<file path="src/rtl/blake2_feed_ctrl.sv">
// rtl/blake2_feed_ctrl.sv - message/digest sequencer in front of a BLAKE2s compression core
module blake2_feed_ctrl #(
    parameter int W    = 32,
    parameter int NN_W = $clog2(W + 1),
    parameter int LL_W = 2 * W
) (
    input  logic            clk,
    input  logic            nreset,
    input  logic            cmd_v_i,
    output logic            cmd_ready_o,
    input  logic [NN_W-1:0] cmd_nn_i,
    input  logic            cmd_empty_i,
    output logic            cmd_err_o,
    input  logic            s_v_i,
    input  logic [7:0]      s_data_i,
    input  logic            s_last_i,
    output logic            s_ready_o,
    input  logic            core_ready_i,
    output logic            core_data_v_o,
    output logic [7:0]      core_data_o,
    output logic [5:0]      core_idx_o,
    output logic            core_first_o,
    output logic            core_last_o,
    output logic [LL_W-1:0] core_ll_o,
    output logic [NN_W-1:0] core_nn_o,
    output logic [NN_W-1:0] core_kk_o,
    input  logic            core_h_v_i,
    input  logic [7:0]      core_h_i,
    output logic            d_v_o,
    output logic [7:0]      d_data_o,
    output logic            d_last_o,
    output logic            busy_o
);

    typedef enum logic [1:0] {S_IDLE, S_FILL, S_PAD, S_DIGEST} state_t;

    state_t          state_q, state_d;
    logic [LL_W-1:0] ll_q, ll_d;
    logic [5:0]      idx_q, idx_d;
    logic            first_q, first_d;
    logic            last_q, last_d;
    logic [NN_W-1:0] nn_q, nn_d;
    logic [NN_W-1:0] dcnt_q, dcnt_d;
    logic            err_q, err_d;
    logic            nn_ok;

    always_ff @(posedge clk) begin
        if (!nreset) begin
            state_q <= S_IDLE;
            ll_q    <= '0;
            idx_q   <= '0;
            first_q <= 1'b0;
            last_q  <= 1'b0;
            nn_q    <= '0;
            dcnt_q  <= '0;
            err_q   <= 1'b0;
        end else begin
            state_q <= state_d;
            ll_q    <= ll_d;
            idx_q   <= idx_d;
            first_q <= first_d;
            last_q  <= last_d;
            nn_q    <= nn_d;
            dcnt_q  <= dcnt_d;
            err_q   <= err_d;
        end
    end

    assign nn_ok       = (cmd_nn_i != '0) && (cmd_nn_i <= NN_W'(W));
    assign cmd_err_o   = err_q;
    assign core_nn_o   = nn_q;
    assign core_kk_o   = '0;
    assign core_idx_o  = idx_q;
    assign busy_o      = (state_q != S_IDLE);
    assign cmd_ready_o = (state_q == S_IDLE);

    always_comb begin
        state_d       = state_q;
        ll_d          = ll_q;
        idx_d         = idx_q;
        first_d       = first_q;
        last_d        = last_q;
        nn_d          = nn_q;
        dcnt_d        = dcnt_q;
        err_d         = 1'b0;
        s_ready_o     = 1'b0;
        core_data_v_o = 1'b0;
        core_data_o   = 8'h00;
        core_first_o  = first_q;
        core_last_o   = last_q;
        core_ll_o     = ll_q;
        d_v_o         = 1'b0;
        d_data_o      = 8'h00;
        d_last_o      = 1'b0;

        case (state_q)
            S_IDLE: begin
                if (cmd_v_i) begin
                    if (!nn_ok) begin
                        err_d = 1'b1;
                    end else begin
                        nn_d    = cmd_nn_i;
                        ll_d    = '0;
                        idx_d   = '0;
                        dcnt_d  = '0;
                        first_d = 1'b1;
                        last_d  = cmd_empty_i;
                        state_d = cmd_empty_i ? S_PAD : S_FILL;
                    end
                end
            end
            S_FILL: begin
                s_ready_o = core_ready_i;
                if (s_v_i && core_ready_i) begin
                    core_data_v_o = 1'b1;
                    core_data_o   = s_data_i;
                    core_last_o   = s_last_i | last_q;
                    ll_d          = ll_q + LL_W'(1);
                    idx_d         = idx_q + 6'd1;
                    // Present the final length already on the last data byte so it never moves afterwards.
                    core_ll_o     = ll_d;
                    if (s_last_i) begin
                        last_d  = 1'b1;
                        state_d = (idx_q == 6'd63) ? S_DIGEST : S_PAD;
                    end else if (idx_q == 6'd63) begin
                        first_d = 1'b0;
                    end
                end
            end
            S_PAD: begin
                core_last_o = 1'b1;
                if (core_ready_i) begin
                    core_data_v_o = 1'b1;
                    idx_d         = idx_q + 6'd1;
                    if (idx_q == 6'd63) begin
                        state_d = S_DIGEST;
                    end
                end
            end
            S_DIGEST: begin
                if (core_h_v_i) begin
                    d_v_o    = 1'b1;
                    d_data_o = core_h_i;
                    dcnt_d   = dcnt_q + NN_W'(1);
                    if (dcnt_d == nn_q) begin
                        d_last_o = 1'b1;
                        state_d  = S_IDLE;
                    end
                end
            end
            default: state_d = S_IDLE;
        endcase
    end

endmodule
</file>
<file path="config.mk">
export PLATFORM = sky130hd
export DESIGN_NAME = blake2_feed_ctrl
export DESIGN_NICKNAME = d
export VERILOG_FILES = /design/src/rtl/blake2_feed_ctrl.sv
export SDC_FILE = /design/constraint.sdc
export NUM_CORES = 1
export LEC_CHECK = 0
export CORE_MARGIN = 2
export CORE_UTILIZATION = 50
export CTS_BUF_LIST = sky130_fd_sc_hd__clkbuf_16
export CTS_CLUSTER_DIAMETER = 60
export CTS_CLUSTER_SIZE = 24
export DETAILED_ROUTE_END_ITERATION = 12
export PLACE_DENSITY_LB_ADDON = 0.05
export SLEW_MARGIN = 5
export SYNTH_ARGS = -nofsm -noshare
export SYNTH_HDL_FRONTEND = slang
export SYNTH_SLANG_ARGS = --single-unit
</file>
<file path="constraint.sdc">
create_clock -name clk -period 3.8 [get_ports clk]
set_clock_uncertainty 0.15 [all_clocks]
set_input_delay 0.57 -clock clk [delete_from_list [all_inputs] [get_ports clk]]
set_output_delay 0.57 -clock clk [all_outputs]
set_load 0.05 [all_outputs]
</file>
==> metrics.txt <==
total CTS buffers 9; quantity of I/O buffers inserted on ports 130; Hold Path Depth 1; Non-Filler Instances 1135; placed wire-length estimate 13.8 mm; area leader, netlist dfxtp_1; H-tree depth 3; initial antenna violation count 0; largest net degree at the start of global routing 41; syn avg cell area 7.41 um2; first-pass GRT wire length 31.4 mm; Worst EP arrival 2.96 ns; Pins Over Slew Limit 0; Worst Reg-to-Reg Cells 8; Remaining Overflow, GRT 0; Setup WS pre-CTS -0.125 ns; slowest CP cell or4_4; P&R area growth vs syn 44.7%; DRC viols 0; fmax 0.272 GHz; WHS 0.335 ns; routed wire length per instance 17.1 um; setup TNS 0 ns; kind of critical path flop to output pin; Root Buffer clkbuf_16; final clock period utilization by the worst path 96.9%; via count 6926; crit end category output pin; worst skew pair latency 0.34 ns; status complete, no violations; Peak supply drop 362 uV; die area 13300 um2; Yosys reg bits 87; initial cell density of the core 51.4%; Placeable Area 12000 um2; Synth Warn # 0; Die Y 115 um; drt pass-1 iters 6; Clock Sinks 87; number of global-route vias before repair 6441; cell count after placement 1116; synth top area cells dfxtp_1 28%, xnor2_1 8.5%, o21ai_0 6.5%, nand2_1 5.7%, nor2_1 4.1%; Seq/Total Area, Yosys 28.2%; DR vias/cell 6.10; Top Ports 137; final wirelength 19.4 mm; Final Hold Viols 0; n_diodes 0; R2R setup slack 1.10 ns; worst min-delay path startpoint ll_q[17]; Worst Slack Setup Final 0.118 ns; worst slew pin tran 0.790 ns; Min Clock Period, post-route 3.68 ns; Final Util 74.4%; largest fanout on the critical path 7; WP data required 3.08 ns; width of the die 115 um; GP Congestion 0.922; final setup violating endpoints 0; max capacitance violation total 0; critical-path cell list nand4_1 > or4_4 > or4_4 > buf_12 > nor4_4 > nand2_1 > xnor2_2 > buf_12; Power Dens Cells 346 nW/um2; HP Class flop to flop; Syn Inst Count 833; Global Route Usage Sum 29.4%; nets@finish 1021; critical path startpoint category flop; Leak Pwr 3.44 nW; cell area after synthesis 6170 um2; Synth cell types 70; DRT antenna net count 0; Worst Hold Endpoint ll_q[17]; CP peak stage delay 0.58 ns; RR Endpoint ll_q[59]; main flop type after synthesis dfxtp_1; layout cells sized above 1 22.0%; maximum clock path buffer count 2; EDFF count, synth 0; Row Count 40; unrepaired setup endpoints after global routing false; share of the synthesized area in the top cell type 28.2%; Clock Pin Slew Worst Setup and Hold Paths 0.06 ns; Max-slew headroom 47.0%; TritonCTS clock tree done; reg2reg start ll_q[15]; fraction of registers with async set/reset 0%; DRT iter0 DRCs 619
-- worst max path at each step --
| stage | startpoint | to |
|---|---|---|
| 3_5_place_dp | s_v_i | core_ll_o[56] |
| 3_3_place_gp | core_ready_i | core_ll_o[55] |
| 5_1_grt | ll_q[1] | core_ll_o[56] |
| 2_1_floorplan | ll_q[0] | core_ll_o[62] |
| 4_1_cts | ll_q[1] | core_ll_o[62] |
| 6_report | ll_q[15] | core_ll_o[47] |
-- critical path: cells and delay by family, from the launching register on --
family	cells	cell delay, ns
buf+inv	2	0.33
simple gates	5	1.65
flops	1	0.40
xor+xnor	1	0.23
-- cell families (layout without fill, tap and decap cells) --
group,after synthesis,count (layout),share of synthesized area (%)
AOI/OAI and AO/OA,190,190,17.9
adders and majority gates,7,7,1.42
other,1,6,0.0607
xor gates and xnor gates,73,73,10.4
DFF,87,87,28.2
muxes,10,10,1.68
and+or+nand+nor,392,392,35.1
buffers and inverters,73,223,5.33
-- through the flow --
| step | total power, mW | cell area, um2 |
|---|---|---|
| 6_report | 3.09 | 8930 |
| 5_1_grt | 3.22 | 8930 |
| 4_1_cts | 3.08 | 8900 |
| 3_5_place_dp | 2.15 | 8490 |
| 3_3_place_gp | 2.12 | 8490 |
| 2_1_floorplan | 1.76 | 6230 |
-- placed cells by master, fill, tap and decap left out, types with 6 or more instances in the layout --
cell	netlist	routed
nand3_1	46	46
and3_1	28	28
nor3_1	24	24
nor2_1	67	66
o21ai_1	7	8
or2_2	6	6
dfxtp_1	87	74
and4_1	8	8
nand4_1	31	31
and2_1	9	9
nor4_1	15	14
nor4_4	5	6
or3_1	14	12
a21oi_1	48	48
buf_12	0	62
xor2_1	13	13
inv_1	12	12
mux2i_1	7	7
xnor2_1	60	50
nand2b_1	7	7
o21ai_0	80	79
clkbuf_16	0	9
clkdlybuf4s50_1	0	54
dfxtp_2	0	12
conb_1	1	6
nand2_1	93	92
a21o_1	6	6
a31oi_1	18	18
buf_4	7	75
xnor2_2	0	10
-- cell usage after synthesis, drive strengths merged (4+ instances only) --
| cell | n |
|---|---|
| nor4 | 22 |
| dfxtp | 87 |
| a21oi | 48 |
| nand2b | 7 |
| clkbuf | 37 |
| buf | 23 |
| o21a | 4 |
| or2 | 6 |
| nand4 | 31 |
| ha | 7 |
| inv | 12 |
| and3 | 30 |
| nand2 | 94 |
| and2 | 11 |
| a31oi | 18 |
| nor2 | 68 |
| nand4b | 4 |
| or4 | 7 |
| nor3 | 26 |
| xor2 | 13 |
| mux2i | 7 |
| xnor2 | 60 |
| a21o | 6 |
| or3 | 14 |
| and4 | 8 |
| o21ai | 87 |
| nand3 | 48 |
| nor3b | 4 |
-- where the power goes --
group / switching, mW / internal (mW)
clock network: 0.366 / 0.565
logic: 0.809 / 0.375
registers: 0.0329 / 0.943
-- per-layer routing --
layer / vias to the layer above / share of wire [%] / track usage [%] / routed length (um)
li1: 3310 / - / - / -
met1: 3252 / 42 / 38.8 / 8140
met2: 324 / 48 / 49.1 / 9320
met3: 40 / 7.8 / 4.06 / 1500
met4: 0 / 2.2 / 10.4 / 422
met5: - / 0 / 0 / 0
-- flip-flops by register name, summed over array words and instances, names as in the netlist --
name          flops
cmd_err_o         1
state_q           2
core_first_o      1
ll_q             64
core_nn_o         6
core_idx_o        6
dcnt_q            6
last_q            1
-- cell type report --
type                            count  area, um2
Clock inverter                      6       76.3
Fill cell                         923       3080
Clock buffer                        9        225
Timing Repair Buffer              195       2380
Sequential cell                    87       1760
Tap cell                          147        184
Multi-Input combinational cell    678       4250
Inverter                           13       48.8
-- what timing repair did --
item,4_1_cts,5_1_grt
resized for setup,24,9
hold buffers,0,0
setup endpoints to repair,10,19
setup buffers,4,0
pin swaps,8,1
(Power assumes the default switching activity.)
